### config.mk
export PLATFORM = sky130hd
export DESIGN_NAME = axi_master_burst_reader
export DESIGN_NICKNAME = d
export VERILOG_FILES = /design/src/rtl/axi_pkg.sv /design/src/rtl/axi_burst_calc.sv /design/src/rtl/axi_master_burst_reader.sv
export SDC_FILE = /design/constraint.sdc
export NUM_CORES = 1
export LEC_CHECK = 0
export CAP_MARGIN = 20
export CELL_PAD_IN_SITES_DETAIL_PLACEMENT = 1
export CELL_PAD_IN_SITES_GLOBAL_PLACEMENT = 2
export CORE_ASPECT_RATIO = 1.1
export CORE_MARGIN = 1.5
export CORE_UTILIZATION = 30
export DETAILED_ROUTE_END_ITERATION = 10
export PLACE_DENSITY_LB_ADDON = 0.1
export SLEW_MARGIN = 20
export SYNTH_ARGS = -nofsm -noshare
export SYNTH_HDL_FRONTEND = slang
export SYNTH_SLANG_ARGS = --single-unit
### constraint.sdc
create_clock -name clk -period 5.62 [get_ports clk]
set_clock_uncertainty 0.05 [all_clocks]
set_input_delay 0.843 -clock clk [delete_from_list [all_inputs] [get_ports clk]]
set_output_delay 0.843 -clock clk [all_outputs]
set_load 0.005 [all_outputs]
### src/rtl/axi_pkg.sv
// Shared AXI4 definitions for the burst reader (and the planned burst writer).
//   AXI_BURST_INCR     : ARBURST/AWBURST encoding for incrementing bursts
//   AXI_RESP_OKAY      : RRESP/BRESP encoding for a good response
//   AXI_BOUNDARY_BYTES : bursts may not cross this address boundary
//   axi_size()         : bytes-per-beat -> AxSIZE encoding
//   rd_state_e         : read master FSM states
package axi_pkg;

  localparam logic [1:0] AXI_BURST_INCR     = 2'b01;
  localparam logic [1:0] AXI_RESP_OKAY      = 2'b00;
  localparam int         AXI_BOUNDARY_BYTES = 4096;

  typedef enum logic [2:0] {
    ST_IDLE,
    ST_CALC,
    ST_ADDR,
    ST_DATA,
    ST_DONE
  } rd_state_e;

  // log2 of a power-of-two byte count (1..128) as a 3-bit AxSIZE.
  function automatic logic [2:0] axi_size(input int bytes);
    int s;
    s = 0;
    for (int i = 0; i < 8; i++) begin
      if ((1 << i) == bytes) s = i;
    end
    return 3'(s);
  endfunction

endpackage

### src/rtl/axi_burst_calc.sv
// Combinational burst sizing: the largest INCR burst that fits in the request
// remainder, the per-burst beat cap, and the space left before the next 4 KB
// boundary.
//   i_addr_low  : low 12 bits of the burst start address (beat aligned)
//   i_remaining : beats still to be requested
//   o_burst     : beats for this burst (1..MAX_BURST_LEN when i_remaining != 0)
module axi_burst_calc
  import axi_pkg::*;
#(
  parameter int LEN_WIDTH      = 16,
  parameter int MAX_BURST_LEN  = 16,
  parameter int BYTES_PER_BEAT = 4
) (
  input  logic [11:0]          i_addr_low,
  input  logic [LEN_WIDTH-1:0] i_remaining,
  output logic [8:0]           o_burst
);

  localparam int SIZE = int'(axi_size(BYTES_PER_BEAT));

  logic [12:0] w_to_4k;
  logic [12:0] w_min;

  // Bytes to the boundary, converted to beats. Aligned start keeps this exact.
  assign w_to_4k = (13'(AXI_BOUNDARY_BYTES) - {1'b0, i_addr_low}) >> SIZE;

  always_comb begin
    w_min = 13'(MAX_BURST_LEN);
    if (w_to_4k < w_min) w_min = w_to_4k;
    if (32'(i_remaining) < 32'(w_min)) w_min = 13'(i_remaining);
  end

  assign o_burst = 9'(w_min);

endmodule

### src/rtl/axi_master_burst_reader.sv
// AXI4 read master: splits one request (start, target_addr, target_beats) into
// INCR bursts capped at MAX_BURST_LEN that never cross a 4 KB boundary, and
// streams the read data out with backpressure.
//   clk, rst          : clock, asynchronous active-high reset
//   start/target_*    : request strobe, start byte address, total beats (0 = no-op)
//   busy/done/err     : request in flight, completion pulse, error flag valid with done
//   AR*               : AXI read-address channel (one burst outstanding)
//   R*                : AXI read-data channel
//   out_*             : output stream; out_last marks the final beat of the request
// Handshakes: a transfer happens on a clock edge where valid and ready are both
// high; a valid source holds its payload stable until that edge.
module axi_master_burst_reader
  import axi_pkg::*;
#(
  parameter int ADDR_WIDTH    = 32,
  parameter int DATA_WIDTH    = 32,
  parameter int MAX_BURST_LEN = 16,
  parameter int LEN_WIDTH     = 16
) (
  input  logic                  clk,
  input  logic                  rst,
  input  logic                  start,
  input  logic [ADDR_WIDTH-1:0] target_addr,
  input  logic [LEN_WIDTH-1:0]  target_beats,
  output logic                  busy,
  output logic                  done,
  output logic                  err,
  input  logic                  ARREADY,
  output logic [ADDR_WIDTH-1:0] ARADDR,
  output logic                  ARVALID,
  output logic [7:0]            ARLEN,
  output logic [2:0]            ARSIZE,
  output logic [1:0]            ARBURST,
  input  logic                  RVALID,
  input  logic [DATA_WIDTH-1:0] RDATA,
  input  logic                  RLAST,
  input  logic [1:0]            RRESP,
  output logic                  RREADY,
  output logic                  out_valid,
  output logic [DATA_WIDTH-1:0] out_data,
  output logic                  out_last,
  input  logic                  out_ready
);

  localparam int         BYTES = DATA_WIDTH / 8;
  localparam logic [2:0] SIZE  = axi_size(BYTES);

  rd_state_e             r_state;
  rd_state_e             w_next;
  logic [ADDR_WIDTH-1:0] r_addr;
  logic [LEN_WIDTH-1:0]  r_remaining;
  logic [8:0]            r_burst;
  logic [7:0]            r_arlen;
  logic [8:0]            r_beat_cnt;
  logic                  r_err;

  logic [8:0]            w_calc_burst;
  logic                  w_in_data;
  logic                  w_r_hs;
  logic                  w_last_hs;
  logic                  w_final;
  logic                  w_beat_err;
  logic [ADDR_WIDTH-1:0] w_burst_bytes;

  axi_burst_calc #(
    .LEN_WIDTH      (LEN_WIDTH),
    .MAX_BURST_LEN  (MAX_BURST_LEN),
    .BYTES_PER_BEAT (BYTES)
  ) u_calc (
    .i_addr_low  (r_addr[11:0]),
    .i_remaining (r_remaining),
    .o_burst     (w_calc_burst)
  );

  assign w_in_data     = (r_state == ST_DATA);
  assign w_r_hs        = w_in_data & RVALID & out_ready;
  assign w_last_hs     = w_r_hs & RLAST;
  // This burst covers everything left in the request.
  assign w_final       = (32'(r_remaining) <= 32'(r_burst));
  // Bad response, or RLAST not landing on the beat ARLEN promised.
  assign w_beat_err    = (RRESP != AXI_RESP_OKAY) | (RLAST ^ (r_beat_cnt == r_burst - 9'd1));
  assign w_burst_bytes = ADDR_WIDTH'(r_burst) << SIZE;

  always_ff @(posedge clk or posedge rst) begin
    if (rst) r_state <= ST_IDLE;
    else     r_state <= w_next;
  end

  always_comb begin
    w_next = r_state;
    case (r_state)
      ST_IDLE: if (start) w_next = (target_beats != '0) ? ST_CALC : ST_DONE;
      ST_CALC: w_next = ST_ADDR;
      ST_ADDR: if (ARREADY) w_next = ST_DATA;
      // A burst closes only on RLAST, even if the beat count disagrees.
      ST_DATA: if (w_last_hs) w_next = w_final ? ST_DONE : ST_CALC;
      ST_DONE: w_next = ST_IDLE;
      default: w_next = ST_IDLE;
    endcase
  end

  always_ff @(posedge clk or posedge rst) begin
    if (rst) begin
      r_addr      <= '0;
      r_remaining <= '0;
      r_burst     <= '0;
      r_arlen     <= '0;
      r_beat_cnt  <= '0;
      r_err       <= 1'b0;
    end else begin
      case (r_state)
        ST_IDLE: begin
          if (start) begin
            r_err <= 1'b0;
            if (target_beats != '0) begin
              r_addr      <= target_addr;
              r_remaining <= target_beats;
            end
          end
        end
        ST_CALC: begin
          r_burst <= w_calc_burst;
          r_arlen <= 8'(w_calc_burst - 9'd1);
        end
        ST_ADDR: begin
          if (ARREADY) r_beat_cnt <= '0;
        end
        ST_DATA: begin
          if (w_r_hs) begin
            r_beat_cnt <= r_beat_cnt + 9'd1;
            if (w_beat_err) r_err <= 1'b1;
            if (RLAST) begin
              r_addr      <= r_addr + w_burst_bytes;
              r_remaining <= w_final ? '0 : r_remaining - LEN_WIDTH'(r_burst);
            end
          end
        end
        default: ;
      endcase
    end
  end

  assign busy      = (r_state == ST_CALC) | (r_state == ST_ADDR) | w_in_data;
  assign done      = (r_state == ST_DONE);
  assign err       = r_err;

  assign ARVALID   = (r_state == ST_ADDR);
  assign ARADDR    = r_addr;
  assign ARLEN     = r_arlen;
  assign ARSIZE    = SIZE;
  assign ARBURST   = AXI_BURST_INCR;

  // R channel passes straight through to the stream so backpressure is lossless.
  assign RREADY    = w_in_data & out_ready;
  assign out_valid = w_in_data & RVALID;
  assign out_data  = RDATA;
  assign out_last  = w_in_data & RVALID & RLAST & (32'(r_remaining) == 32'(r_burst));

endmodule
==> impl_metrics.json, run 1 <==
{
  "status": "finished clean",
  "gp_congestion": 0.846,
  "clock-sinks": 78,
  "yosys-top-cells-count": "dfrtp_1, nor2_1, nand2_1",
  "io_pins": 173,
  "hpwl_um": 16200,
  "synth_compound_area_share_pct": 22.0,
  "syn_inst": 736,
  "post_cts_buffers": 0,
  "power_mw": 3.69,
  "synthesis.area_sq_um": 6030,
  "rr_worst_depth": 13,
  "yosysTopAreaCell": "dfrtp_1",
  "p_leak_nw": 2.93,
  "drv_slew": 0,
  "min_to": "ARLEN[0]",
  "synth_xor_area_share_pct": 4.65,
  "hp-class": "reg -> reg",
  "clk_path_buf_depth": 2,
  "cp_max_fo": 17,
  "rsz0062_at_grt": "no",
  "synthTopCellsByArea": "dfrtp_1, ha_1, buf_4",
  "finalHoldViolCount": 0,
  "die_area_sq_um": 20900,
  "grt_usage_pct": 20.9,
  "slew_headroom_pct": 36.4,
  "synth-edff-count": 0,
  "setup_viol_count_final": 0,
  "yosys.area_share.simple_pct": 24.0,
  "wire_per_inst_um": 20.4,
  "drc": 0,
  "drt-pass1-iter-count": 4,
  "end_kind": "flip-flop",
  "antenna_cells": 0,
  "fmaxAchievable_ghz": 0.217,
  "ys_seq_area_share_pct": 32.4,
  "synth_seq_cells": 78,
  "peakVddDrop_mv": 0.187,
  "drive_above_1_share_pct": 4.73,
  "worst_skew_pair.late_latency_ns": 0.36,
  "muxShareOfSynthArea_pct": 1.29,
  "postSynthAreaPerCell_sq_um": 8.19,
  "seqPwrFrac_pct": 29.8,
  "drtIter0Drc": 271,
  "switchingPower_mw": 1.69,
  "utilization_pct": 37.3,
  "yosys.area_share.adder_pct": 7.10,
  "die_h_um": 152,
  "synth_ff_type": "dfrtp_1",
  "yosys.area.top_type_share_pct": 32.4,
  "root_buffer": "clkbuf_16",
  "synth_cell_types": 68,
  "cp.arrival_ns": 4.79,
  "cts_max_level": 3,
  "synth_top_family_by_area": "simple AND/OR/NAND/NOR gates",
  "critPathRequiredTime_ns": 5.81,
  "regToRegStartpoint": "ARADDR[1]",
  "fin_cells": 1056,
  "swShare_pct": 45.7,
  "combPwrFrac_pct": 53.3,
  "grt_pass1_wl_um": 34400,
  "yosysWarnings": 0,
  "ant_nets": 0,
  "drt-total-wl_um": 21600,
  "synthToLayoutAreaGrowth_pct": 22.5,
  "first_global_vias": 6142,
  "die_x_um": 138,
  "cts_tree": "built",
  "holdPathStages": 2,
  "hp-start": "ARLEN[0]",
  "coreArea_sq_um": 19800,
  "nets": 921,
  "initial_utilization_pct": 30.4,
  "pwr-share-clk_pct": 16.9,
  "dpl.cell_count": 1040,
  "grt_overflow": 0,
  "path_class": "reg -> reg",
  "layout_min_cycle_time_ns": 4.61,
  "async_reset_ff_share_pct": 100,
  "final.setup.tns_ns": 0,
  "grt_start_max_net_pins": 44,
  "portBuffers": 103,
  "r2r-end": "ARLEN[4]",
  "worstMarginPinSlew_ns": 0.945,
  "cts_buffers": 9,
  "finalCritPeriodShare_pct": 82.0,
  "n_fill_cell": 2319,
  "post-synth-top-count-cell": "dfrtp_1",
  "vias_per_cell": 5.51,
  "ctsResizeCount": 0,
  "maxCapViolations": 0,
  "antenna_found_initial": 1,
  "r2r_slack_ns": 1.01,
  "power_density_nw_per_um2": 500,
  "start_kind": "flip-flop",
  "dr_total_vias": 5814,
  "rows": 54,
  "p_int_mw": 2.00,
  "postCtsHoldBufs": 0,
  "clk_pin_slew_ns": 0.07
}
flip-flops by register name, indices dropped and copies added, names as in the netlist:
signal	flops
err	1
ARLEN	8
r_remaining	16
ARADDR	32
r_beat_cnt	9
r_burst	9
r_state	3
layout by cell type (no fill, tap or decap), types with 11 or more instances in the layout:
master	instances
clkdlybuf4s50_1	103
dfrtp_1	78
nor2_1	67
nand2_1	66
a21oi_1	50
o21ai_0	45
nor3_1	33
ha_1	31
inv_1	26
or3_1	22
nand3_1	21
xnor2_1	17
and3_1	16
xor2_1	15
a211oi_1	15
and2_1	11
conb_1	11
power groups by stage:
| stage | registers (mW) | logic, mW | clock network [mW] |
|---|---|---|---|
| 2_1_floorplan | 0.986 | 1.32 | 0 |
| 3_3_place_gp | 1.10 | 1.93 | 0 |
| 3_5_place_dp | 1.11 | 1.97 | 0 |
| 4_1_cts | 1.10 | 1.99 | 0.644 |
| 5_1_grt | 1.15 | 2.21 | 0.665 |
| 6_report | 1.10 | 1.97 | 0.623 |
per-stage QoR:
step,hold WS [ns],setup WS (ns),cell area (sq um)
detailed placement,0.433,1.05,7070
floorplan,0.420,1.80,6060
finish,0.439,1.01,7380
CTS,0.449,1.04,7370
global route,0.489,0.688,7380
global placement,0.412,1.26,7070
cells by family after synthesis:
family,after synthesis
flops,78
buf+inv,95
other cells,2
mux,7
compound gates,202
fa+ha+maj,33
simple gates,287
xor+xnor,32
layer usage:
layer / vias up / share of wire [%] / global-route usage, %
met5: - / 0 / 0
li1: 2767 / - / -
met4: 0 / 1.9 / 6.89
met3: 29 / 3.2 / 3.52
met2: 118 / 49 / 36.9
met1: 2900 / 46 / 26.1
critical path, cell delays in order, from the launching register on:
cell	delay (ns)
dfrtp_1	0.44
or4_1	0.59
or3_1	0.35
and2_0	0.26
ha_1	0.32
nand4_1	0.09
a2111oi_0	0.55
a21o_1	0.61
mux2i_1	0.31
ha_1	0.28
nand3_1	0.11
xnor2_1	0.15
mux2i_1	0.08
mux2_2	0.27
how the worst max path moves through the flow:
stage | start | endpoint | slack [ns]
6_report | ARADDR[1] | ARLEN[4] | 1.01
5_1_grt | ARADDR[1] | ARLEN[4] | 0.69
4_1_cts | ARADDR[1] | ARLEN[4] | 1.04
3_5_place_dp | ARADDR[1] | ARLEN[4] | 1.05
3_3_place_gp | ARADDR[2] | ARLEN[4] | 1.26
2_1_floorplan | ARADDR[1] | ARLEN[4] | 1.80
area by class of cell:
type                            count  area, sq um  area share, %
Timing Repair Buffer              111         1090           14.8
Clock inverter                      6         71.3          0.966
Inverter                           27          103           1.39
Sequential cell                    78         1950           26.4
Multi-Input combinational cell    572         3620           49.0
Clock buffer                       10          229           3.10
Tap cell                          252          315           4.27
(Power assumes the default switching activity.)
==> run 2: changes to the inputs <==
- CORE_UTILIZATION: 30 -> 28
- clock period: 5.62 -> 4.8 ns (I/O delays scaled with it)
==> run 2 against run 1 <==
  * Cell count up 3.9%
  * Global-route usage down 0.34 points
  * Sequential share of layout area down 0.28 points
  * Die area up 7.0%
  * Utilization down 2.1 points
  * Final area up 1.1%
  * Critical path depth unchanged
  * Register-to-register slack worse by 0.53 ns
==> impl_metrics.json, run 2 (synthesis gave the netlist of run 1 again) <==
{
  "cp.arrival_ns": 4.50,
  "power_density_nw_per_um2": 585,
  "initial_utilization_pct": 28.4,
  "largest_register_ffs": 32,
  "postCtsHoldBufs": 0,
  "status": "finished clean",
  "maxCapViolations": 0,
  "setup_viol_count_final": 0,
  "first_global_vias": 6106,
  "cts_buffers": 9,
  "synthToLayoutAreaGrowth_pct": 23.8,
  "start_kind": "flip-flop",
  "wire_per_inst_um": 20.1,
  "dr_total_vias": 5770,
  "peakVddDrop_mv": 0.182,
  "layout_min_cycle_time_ns": 4.31,
  "die_x_um": 143,
  "nets": 923,
  "drtIter0Drc": 166,
  "hp-class": "reg -> reg",
  "worstMarginPinSlew_ns": 0.945,
  "final.setup.tns_ns": 0,
  "design_area_sq_um": 7460,
  "worst_skew_pair.late_latency_ns": 0.36,
  "cts_max_level": 3,
  "fmaxAchievable_ghz": 0.232,
  "fin_cells": 1097,
  "place_area_sq_um": 7140,
  "ant_nets": 0,
  "grt_usage_pct": 20.6,
  "drv_slew": 0,
  "clock-sinks": 78,
  "grt_start_max_net_pins": 54,
  "rows": 56,
  "drc": 0,
  "post_cts_buffers": 0,
  "end_kind": "flip-flop",
  "cts_tree": "built",
  "mostFrequentLayoutCells": "clkdlybuf4s50_1, dfrtp_1, nor2_1, nand2_1, a21oi_1",
  "cp_max_fo": 6,
  "critPathRequiredTime_ns": 4.99,
  "drt-pass1-iter-count": 4,
  "coreArea_sq_um": 21200,
  "portBuffers": 103,
  "finalCritPeriodShare_pct": 89.9,
  "antenna_found_initial": 0,
  "clk_path_buf_depth": 2,
  "die_h_um": 157,
  "grt_overflow": 0,
  "root_buffer": "clkbuf_16",
  "p_leak_nw": 2.95,
  "vias_per_cell": 5.26,
  "clk_pin_slew_ns": 0.07,
  "rsz0062_at_grt": "no",
  "grt_pass1_wl_um": 34900,
  "finalHoldViolCount": 0,
  "gp_congestion": 0.843,
  "drt-total-wl_um": 22000,
  "drive_above_1_share_pct": 4.96,
  "final_common_cell": "clkdlybuf4s50_1",
  "power_mw": 4.37,
  "io_pins": 173,
  "path_class": "reg -> reg",
  "ctsResizeCount": 0,
  "hpwl_um": 16500,
  "die_area_sq_um": 22400,
  "slew_headroom_pct": 36.4,
  "dpl.cell_count": 1080
}
[run 2: final cells by class]
| cell class | instances | area (sq um) |
|---|---|---|
| diodes | 1 | 2.50 |
| clock inverters | 6 | 86.3 |
| well taps | 290 | 363 |
| multi-input cells | 572 | 3620 |
| inverters | 27 | 103 |
| flip-flops and latches | 78 | 1950 |
| repair buffers | 113 | 1110 |
| clock buffers | 10 | 229 |
| fillers | 2512 | 13800 |
[run 2: per-layer routing]
layer	vias to the layer above	part of all wire [%]	wire, um	GRT usage [%]
met4	0	1.9	429	7.36
met1	2876	46	10200	26.2
li1	2770	-	-	-
met2	105	48	10600	34.9
met3	19	3.4	759	3.52
met5	-	0	0	0
[run 2: path summary, 6_finish.rpt]
path	endpoint	startpoint	slack, ns	cells after the start
min in group asynchronous	r_remaining[12]	rst	0.69	2
max	ARLEN[4]	ARADDR[1]	0.49	13
min reg2reg	ARLEN[7]	ARLEN[7]	0.43	2
min	ARLEN[7]	ARLEN[7]	0.43	2
max reg2reg	ARLEN[4]	ARADDR[1]	0.49	13
max in group asynchronous	ARADDR[15]	rst	2.90	3
[run 2: stage by stage]
stage	setup slack, ns	hold WS, ns	utilization (%)
global placement	0.651	0.414	33.6
detailed placement	0.494	0.416	33.6
global route	0.121	0.467	35.1
CTS	0.463	0.431	35.1
floorplan	0.979	0.420	-
finish	0.486	0.428	35.1
[run 2: report_power, final]
group	switching [mW]	total, mW	internal [mW]
logic	1.27	2.31	1.05
clock network	0.316	0.772	0.456
registers	0.387	1.28	0.892
total	1.97	4.37	2.40
[run 2: critical path, cell delays in order (launching register included)]
cell	delay, ns
dfrtp_1	0.44
or4_1	0.61
or3_1	0.35
and2_0	0.26
ha_1	0.32
nand4_1	0.09
a2111oi_0	0.53
a21o_1	0.32
mux2i_1	0.30
ha_1	0.30
nand3_1	0.11
xnor2_1	0.16
mux2i_1	0.09
mux2_2	0.28
